### src/rtl/flit_link_tx.sv
// Link transmit end: captures one flit, waits for the ring token, serialises the
// flit into phits LSB-first under valid/ready, then returns the token with a pulse.
module flit_link_tx #(
  parameter int unsigned WORD_W = 55,
  parameter int unsigned PHIT_W = 11
) (
  input  logic              clk,
  input  logic              rst,
  input  logic [WORD_W-1:0] in_data,
  input  logic              in_valid,
  output logic              in_ready,
  input  logic              token_in,
  output logic              token_release,
  output logic [PHIT_W-1:0] phit_out,
  output logic              phit_valid,
  output logic              phit_last,
  input  logic              phit_ready,
  output logic              busy
);

  localparam int unsigned NPHIT = WORD_W / PHIT_W;
  localparam int unsigned CNT_W = (NPHIT > 1) ? $clog2(NPHIT) : 1;

  typedef enum logic [1:0] {
    IDLE       = 2'd0,
    WAIT_TOKEN = 2'd1,
    SEND       = 2'd2,
    RELEASE    = 2'd3
  } state_e;

  state_e            state_q, state_d;
  logic [WORD_W-1:0] shreg_q, shreg_d;
  logic [CNT_W-1:0]  cnt_q, cnt_d;
  logic              last_c;

  assign last_c = (cnt_q == CNT_W'(NPHIT - 1));

  always_ff @(posedge clk or negedge rst) begin
    if (!rst) begin
      state_q <= IDLE;
      shreg_q <= '0;
      cnt_q   <= '0;
    end else begin
      state_q <= state_d;
      shreg_q <= shreg_d;
      cnt_q   <= cnt_d;
    end
  end

  // Next-state: token is only looked at while waiting; SEND runs to completion.
  always_comb begin
    state_d = state_q;
    shreg_d = shreg_q;
    cnt_d   = cnt_q;
    case (state_q)
      IDLE: begin
        if (in_valid) begin
          shreg_d = in_data;
          cnt_d   = '0;
          state_d = WAIT_TOKEN;
        end
      end
      WAIT_TOKEN: begin
        if (token_in) begin
          state_d = SEND;
        end
      end
      SEND: begin
        if (phit_ready) begin
          shreg_d = shreg_q >> PHIT_W;
          cnt_d   = cnt_q + CNT_W'(1);
          if (last_c) begin
            state_d = RELEASE;
          end
        end
      end
      RELEASE: begin
        state_d = IDLE;
      end
      default: begin
        state_d = IDLE;
      end
    endcase
  end

  // Outputs decode registered state only, so no input reaches an output combinationally.
  assign in_ready      = (state_q == IDLE);
  assign busy          = (state_q != IDLE);
  assign phit_valid    = (state_q == SEND);
  assign phit_last     = phit_valid && last_c;
  assign phit_out      = phit_valid ? shreg_q[PHIT_W-1:0] : '0;
  assign token_release = (state_q == RELEASE);

endmodule
### config.mk
export PLATFORM = sky130hd
export DESIGN_NAME = flit_link_tx
export DESIGN_NICKNAME = d
export VERILOG_FILES = /design/src/rtl/flit_link_tx.sv
export SDC_FILE = /design/constraint.sdc
export NUM_CORES = 1
export LEC_CHECK = 0
export ABC_AREA = 1
export BUFFER_PORTS_ARGS = -buffer_cell sky130_fd_sc_hd__clkbuf_2
export CORE_ASPECT_RATIO = 0.5
export CORE_MARGIN = 2
export CORE_UTILIZATION = 37
export DETAILED_ROUTE_END_ITERATION = 10
export GPL_TIMING_DRIVEN = 0
export PLACE_DENSITY = 0.55
export SLEW_MARGIN = 0
export SYNTH_ARGS = -nofsm -noshare
export SYNTH_HDL_FRONTEND = slang
export SYNTH_SLANG_ARGS = --single-unit
### constraint.sdc
create_clock -name clk -period 2.6 [get_ports clk]
set_input_delay 0.26 -clock clk [delete_from_list [all_inputs] [get_ports clk]]
set_output_delay 0.26 -clock clk [all_outputs]
set_load 0.01 [all_outputs]
======== Word-level counts from Yosys, hierarchy flattened ========
Index checks and enable logic that the tools add are counted.
W data, S select, Z words.
storage, ports and cells
  output and inout bits ................... 16
  bits in registers ....................... 60
operators by class
  reductions and logical operators ........ 6
  equal/unequal tests ..................... 8
  add/subtract/negate cells ............... 1
  muxes and demuxes ....................... 12
operators by type and width
  kind                   count
  $mux W55               2
  $pmux W55 S2           1
  $mux W11               1
  $mux W2                4
  $pmux W2 S4            1
  $mux W3                2
  $pmux W3 S2            1
  $eq A2 B2 Y1 const B   2
  $ne A2 B1 Y1 const B   2
  $ne A2 B2 Y1 const B   2
  $reduce_and A4 Y1      1
  $reduce_bool A2 Y1     2
  $add A3 B1 Y3 const B  1
  $eq A3 B3 Y1 const B   1
  $reduce_and A3 Y1      1
  $eq A2 B1 Y1 const B   1
  $logic_not A2 Y1       1
  $logic_and A1 B1 Y1    1

======== Longest topological paths before layout ========
Gate-level depths: netlist of the first run.
  depth after elaboration ................. 4
  depth in mapped cells ................... 9

======== Worst setup path before layout of the first run ========
OpenSTA, ideal clock, no wires.
  path type ............................... flip-flop to output port
  start point ............................. reg state_q[0]
  end point ............................... out phit_last
  setup slack ............................. 943 ps
  stages on the path, launching flop included .. 7
  arrival ................................. 1397 ps
  cell sequence ........................... dfrtp_1 > inv_1 > ha_1 > inv_2 > buf_4 > clkbuf_1 > nor2_1
on the way
  longest elaborated chain between the ends .. 2
RTL lines
  element                   RTL line  source
  start: declaration        31        state_e state_q, state_d;
  start signal: assignment  44        state_q <= state_d;
  $eq A2 B2 Y1              89        assign phit_valid = (state_q == SEND);
  net phit_valid            15        output logic phit_valid,
  $logic_and A1 B1 Y1       90        assign phit_last = phit_valid && last_c;
  end: declaration          16        output logic phit_last,
The timed path passes the listed nets, and every way through them passes these cells.

======== Worst setup path in the final report of the first run ========
  start point ............................. reg state_q[0]
  end point ............................... out phit_last
on the way
  longest elaborated chain between the ends .. 2
RTL lines
  element              RTL line
  $eq A2 B2 Y1         89
  $logic_and A1 B1 Y1  90
Every way passes these cells.

==> results.yml, run 1 <==
clock_network:
  post_cts_resize_count: 0
  clock_latency_ns: 0.33
  cts_root_buf: "sky130_fd_sc_hd__clkbuf_16"
  cts-buffers-inserted: 9
  total_clock_sinks: 60
  cts_tree: "built"
  clockBufferDepth: 2
  cts.hold.buffers_added: 0
  post_cts_buffers: 0
  htree_num_levels: 3
  clkTransAtPathRegs_ns: 0.05
detailed_routing:
  detail_route.iter0.violations: 146
  firstDrtPassIters: 4
  postRouteWirelength_mm: 7.266
  route.vias.total: 2529
  route.detailed.wl_per_inst_um: 12.81
  post_drt_via_cell_ratio: 4.460
  antenna_violating_nets_left: 0
  drc: 0
worst_hold_path:
  hold_path_class: "in -> async"
critical_path:
  critical_path.max_stage_delay_ns: 0.39
  cpLargestDelayFamily: "buffers and inverters"
  setup.worst_path.start: "state_q[0]"
  worst-setup-path-type: "reg -> out"
  cpMaxStageDelayCell: "sky130_fd_sc_hd__dfrtp_1"
  crit_cells: 7
  reg2reg_slack_ns: 0.64
  worst_ep_arrival_time_ns: 1.99
  critical_path.reg2reg.startpoint: "state_q[0]"
  worstPathMaxFanout: 10
  setup.worst_path.start_class: "flop"
  critPathRequiredTime_ns: 2.34
  timing.critical_path.cells: "inv_1 > ha_1 > inv_2 > buf_4 > clkbuf_1 > nor2_1 > clkbuf_2"
  ff2ff_path_depth: 6
  cp-end-kind: "output pin"
  critical_path.n_buffers_inverters: 5
timing:
  fin_worst_skew_ns: 0.005919
  fin_crit_ns: 2.250
  maxSlewViolCount: 0
  final.period_utilization_pct: 86.54
  max_slew.worst_pin.slew_ns: 0.8284
  timing.slew.headroom_pct: 44.78
  rsz0062_at_grt: "no"
  timing.fmax_mhz: 444.4
  finalHoldWorstSlack_ns: 0.04642
  report.final.setup_viol: 0
  totalNegativeSetupSlack_ns: 0
  timing_hold_violations_final: 0
synth:
  syn-cell-area_um2: 3047
  mapped_nets: 432
  yosys.cell_types.count: 17
  synth.ff_latch_count: 60
  post_synth_inst_count: 364
  synth_top_area_share_pct: 49.28
  netlist.top_cell.by_area: "sky130_fd_sc_hd__dfrtp_1"
  synth.area.top_cells: "sky130_fd_sc_hd__dfrtp_1, sky130_fd_sc_hd__o21ai_0, sky130_fd_sc_hd__nand2_1, sky130_fd_sc_hd__or2_2, sky130_fd_sc_hd__inv_1"
  synth_warnings: 0
  syn_area_per_cell_um2: 8.370
  synth_sequential_area_ratio_pct: 49.28
global_routing:
  grt-ovfl-total: 0
  antenna_found_initial: 0
  grt_first_pass_wirelength_mm: 12.01
  grt_pass1_vias: 2391
  maximum_number_of_pins_on_one_net_before_global_route_repair: 61
  grt.total_usage_pct: 17.90
die:
  floorplan.rows: 23
  die-height_um: 68.17
  dieArea_um2: 9020
  initial_standard_cell_utilization_of_the_core_pct: 38.08
  ios: 76
  floorplan.core_area_um2: 8000
  die_w_um: 132.3
power_and_ir_drop:
  static_leakage_nw: 2.017
  vdd_ir_drop_max_mv: 0.5263
  p_int_mw: 2.992
  post-layout-total-power_mw: 4.907
  netSwitchingFraction_pct: 39.03
  power.combinational.fraction_pct: 44.5
  power.density_cell_area_nw_per_um2: 1275
  power.sequential.fraction_pct: 32.9
  switchingPower_mw: 1.916
  clock_power_share_pct: 22.6
placement:
  global_placer_s_final_weighted_congestion: 0.7688
  dp_hpwl_mm: 5.356
  port-buffer-count: 75
  dpl_cell_area_um2: 3565
cells_and_area:
  num_antenna_cells: 0
  mostFrequentLayoutCells: "sky130_fd_sc_hd__nand2_1, sky130_fd_sc_hd__o21ai_0, sky130_fd_sc_hd__clkbuf_2, sky130_fd_sc_hd__dfrtp_1, sky130_fd_sc_hd__or2_2"
  fin_nets: 518
  final.fill_count: 856
  final_cell_area_um2: 3847
  finalCoreUtilization_pct: 48.09
  layout_cell_share_with_drive_strength_beyond_1_pct: 32.53
  area_delta_synth_final_pct: 26.28
flow_run:
  max_cap_violations: 0
status:
  run_status: "complete, no violations"
## power groups by stage
stage	combinational (mW)	sequential (mW)	clock [mW]
after floorplan	1.63	1.55	0
after global placement	2.20	1.62	0
after detailed placement	2.23	1.62	0
after CTS	2.24	1.61	1.13
after global routing	2.55	1.67	1.18
final	2.18	1.61	1.11
## worst paths after layout
path,end
min in group clk,shreg_q[45]
worst min register to register,shreg_q[25]
worst min-delay path,state_q[0]
max in group asynchronous,cnt_q[1]
worst max register to register,shreg_q[41]
worst max-delay path,phit_last
## cell families (layout without fill, tap and decap cells)
| kind of cell | after synthesis | count (layout) | synth area share (%) |
|---|---|---|---|
| simple gates | 136 | 136 | 21.07 |
| compound gates | 104 | 104 | 17.25 |
| flops | 60 | 60 | 49.28 |
| buf+inv | 56 | 147 | 9.117 |
| fa+ha+maj | 8 | 8 | 3.286 |
## sequential cells by signal, indices dropped and copies added (netlist names)
signal and count:
shreg_q 55, cnt_q 3, state_q 2
## routing by layer
metal  wire length [um]  global-route usage [%]  share of wire, %
met3                427                   7.333               5.9
met5                  0                       0                 0
met4                 76                   4.032               1.0
met1               3817                   24.83                53
met2               2944                   26.23                41
## final cells by class
cell class | count | area (um^2) | share of cell area (%)
timing repair buffer | 75 | 377.9 | 9.821
tap | 112 | 140.1 | 3.642
sequential | 60 | 1501 | 39.02
inverter | 33 | 123.9 | 3.220
clock inverter | 1 | 5.005 | 0.1301
multi-input combinational | 248 | 1267 | 32.94
buffer | 23 | 153.9 | 4.000
clock buffer | 15 | 277.8 | 7.220
## synth_stat cells
master                      n
sky130_fd_sc_hd__nand2_1   85
sky130_fd_sc_hd__o21ai_0   85
sky130_fd_sc_hd__dfrtp_1   60
sky130_fd_sc_hd__or2_2     45
sky130_fd_sc_hd__inv_1     32
sky130_fd_sc_hd__o21ai_1   17
sky130_fd_sc_hd__clkbuf_1  11
sky130_fd_sc_hd__buf_6      8
sky130_fd_sc_hd__ha_1       8
sky130_fd_sc_hd__buf_2      3
sky130_fd_sc_hd__nand3_1    2
sky130_fd_sc_hd__nor2_1     2
sky130_fd_sc_hd__o21bai_1   2
sky130_fd_sc_hd__buf_4      1
sky130_fd_sc_hd__inv_2      1
sky130_fd_sc_hd__nand2_2    1
sky130_fd_sc_hd__nand3_4    1
## per-stage QoR
step                      std cells  setup slack, ns
after CTS                       567           0.3451
after global routing            567           0.1563
after detailed placement        551           0.6432
final                           567           0.3498
after global placement          551           0.6726
after floorplan                 364           0.9426
Note: power is estimated with default switching activity, not from simulation.
==> inputs of run 2 (changes only) <==
Settings changed: CTS_BUF_LIST from default to sky130_fd_sc_hd__clkbuf_16.
==> run 2 against run 1 <==
Against the previous run:
- sequential power about the same
- register-to-register slack got worse by 0.02 ns
- non-clock buffer count unchanged
- clock power decreased by 9%
- maximum frequency about the same
- worst setup slack got worse by 0.0021 ns
- combinational power about the same
- count of clock-buffer cells in the layout decreased by 6
- core utilization decreased by 0.38 points
- final cell count unchanged
- hold slack improved by 0.0062 ns
- largest cell class unchanged
- sequential share of layout area increased by 0.31 points
==> results.yml, run 2 (same netlist as run 1, synthesis figures left out) <==
status:
  run_status: "complete, no violations"
die:
  floorplan.core_area_um2: 8000
  dieArea_um2: 9020
  ios: 76
  die_w_um: 132.3
  floorplan.rows: 23
  initial_standard_cell_utilization_of_the_core_pct: 38.08
  die-height_um: 68.17
timing:
  timing.fmax_mhz: 444.0
  fin_crit_ns: 2.252
  fin_worst_skew_ns: 0.006952
  max_slew.worst_pin.slew_ns: 0.8350
  rsz0062_at_grt: "no"
  finalHoldWorstSlack_ns: 0.05265
  final.period_utilization_pct: 86.63
  timing_hold_violations_final: 0
  report.final.setup_viol: 0
  maxSlewViolCount: 0
  totalNegativeSetupSlack_ns: 0
  final.setup.worst_slack_ns: 0.3477
  timing.slew.headroom_pct: 44.33
detailed_routing:
  route.vias.total: 2531
  detail_route.iter0.violations: 116
  post_drt_via_cell_ratio: 4.464
  route.detailed.wl_per_inst_um: 12.77
  postRouteWirelength_mm: 7.243
  firstDrtPassIters: 4
  drc: 0
  antenna_violating_nets_left: 0
clock_network:
  post_cts_resize_count: 0
  post_cts_buffers: 0
  clock_latency_ns: 0.33
  cts.hold.buffers_added: 0
  cts_root_buf: "sky130_fd_sc_hd__clkbuf_16"
  clockBufferDepth: 2
  total_clock_sinks: 60
  clkTransAtPathRegs_ns: 0.05
  cts_tree: "built"
  cts-buffers-inserted: 9
  htree_num_levels: 3
placement:
  dp_hpwl_mm: 5.356
  global_placer_s_final_weighted_congestion: 0.7688
  placed_cells_incl_taps: 551
  place_ws_ns: 0.6432
  port-buffer-count: 75
global_routing:
  grt.total_usage_pct: 17.88
  maximum_number_of_pins_on_one_net_before_global_route_repair: 61
  antenna_found_initial: 0
  grt-ovfl-total: 0
  grt_pass1_vias: 2394
  grt_first_pass_wirelength_mm: 11.99
critical_path:
  critical_path.max_stage_delay_ns: 0.39
  setup.worst_path.start: "state_q[0]"
  setup.worst_path.start_class: "flop"
  cpLargestDelayFamily: "buffers and inverters"
  ff2ff_path_depth: 6
  critical_path.reg2reg.startpoint: "state_q[0]"
  critical_path.n_buffers_inverters: 5
  cp-end-kind: "output pin"
  timing.critical_path.cells: "inv_1 > ha_1 > inv_2 > buf_4 > clkbuf_1 > nor2_1 > clkbuf_2"
  worst_ep_arrival_time_ns: 1.99
  worstPathMaxFanout: 10
  reg2reg_slack_ns: 0.62
  crit_cells: 7
  cpMaxStageDelayCell: "sky130_fd_sc_hd__dfrtp_1"
  endpoint: "phit_last"
  worst-setup-path-type: "reg -> out"
  worst_r2r_endpoint: "shreg_q[41]"
  critPathRequiredTime_ns: 2.34
cells_and_area:
  area_delta_synth_final_pct: 25.30
  seqCellArea_um2: 1501
  layout_cell_share_with_drive_strength_beyond_1_pct: 31.87
  final_cell_count_no_fill: 567
  mostFrequentLayoutCells: "sky130_fd_sc_hd__nand2_1, sky130_fd_sc_hd__o21ai_0, sky130_fd_sc_hd__clkbuf_2, sky130_fd_sc_hd__dfrtp_1, sky130_fd_sc_hd__or2_2"
  finalCoreUtilization_pct: 47.72
  number_of_flip_flops_in_the_largest_register: 55
  biggest_register: "shreg_q"
  fin_nets: 518
  final.fill_count: 859
  largest_registers: "shreg_q: 55 flops, cnt_q: 3 flops, state_q: 2 flops"
  multi_input_logic_area_um2: 1267
  num_antenna_cells: 0
flow_run:
  max_cap_violations: 0
worst_hold_path:
  hold_path_class: "in -> async"
power_and_ir_drop:
  power.combinational.fraction_pct: 45.5
  p_int_mw: 2.890
  switchingPower_mw: 1.912
  clock_power_share_pct: 20.9
  static_leakage_nw: 2.012
  power.density_cell_area_nw_per_um2: 1258
  vdd_ir_drop_max_mv: 0.5265
  netSwitchingFraction_pct: 39.82
  power.sequential.fraction_pct: 33.6
[run 2: area by class of cell]
class / instances / area share, %
flip-flops and latches: 60 / 39.33
clock buffers: 9 / 5.900
well taps: 112 / 3.671
clock inverters: 7 / 0.7211
plain buffers: 23 / 4.031
multi-input cells: 248 / 33.20
repair buffers: 75 / 9.898
inverters: 33 / 3.245
[run 2: power by group through the flow]
stage / clock network, mW / registers [mW] / logic [mW]
6_report: 1.01 / 1.61 / 2.18
4_1_cts: 1.02 / 1.61 / 2.24
3_3_place_gp: 0 / 1.62 / 2.20
2_1_floorplan: 0 / 1.55 / 1.63
3_5_place_dp: 0 / 1.62 / 2.23
5_1_grt: 1.08 / 1.67 / 2.55
[run 2: metrics by stage]
step | cell area (um^2) | power, mW
CTS | 3817 | 4.871
global placement | 3562 | 3.822
floorplan | 3047 | 3.181
global route | 3817 | 5.296
finish | 3817 | 4.803
detailed placement | 3565 | 3.855
[run 2: how the worst min path moves through the flow]
stage	from	to	slack, ns
after CTS	rst	state_q[0]	0.09
after global placement	shreg_q[29]	shreg_q[29]	0.46
after detailed placement	rst	state_q[0]	0.43
after floorplan	rst	cnt_q[0]	-0.04
after global routing	rst	state_q[0]	0.11
final	rst	state_q[0]	0.05
[run 2: worst reg2reg max path, cell delays in order (launching register included)]
cell,delay (ns)
sky130_fd_sc_hd__dfrtp_1,0.39
sky130_fd_sc_hd__inv_1,0.15
sky130_fd_sc_hd__ha_1,0.39
sky130_fd_sc_hd__nand2_1,0.16
sky130_fd_sc_hd__nand3_4,0.14
sky130_fd_sc_hd__clkbuf_1,0.44
sky130_fd_sc_hd__o21ai_0,0.18
[run 2: routing by layer]
| metal | GRT usage (%) | part of all wire (%) | wire (um) |
|---|---|---|---|
| met5 | 0 | 0 | 0 |
| met4 | 3.629 | 0.40 | 29 |
| met3 | 7.778 | 6.0 | 438 |
| met2 | 26.10 | 41 | 2984 |
| met1 | 24.73 | 52 | 3790 |
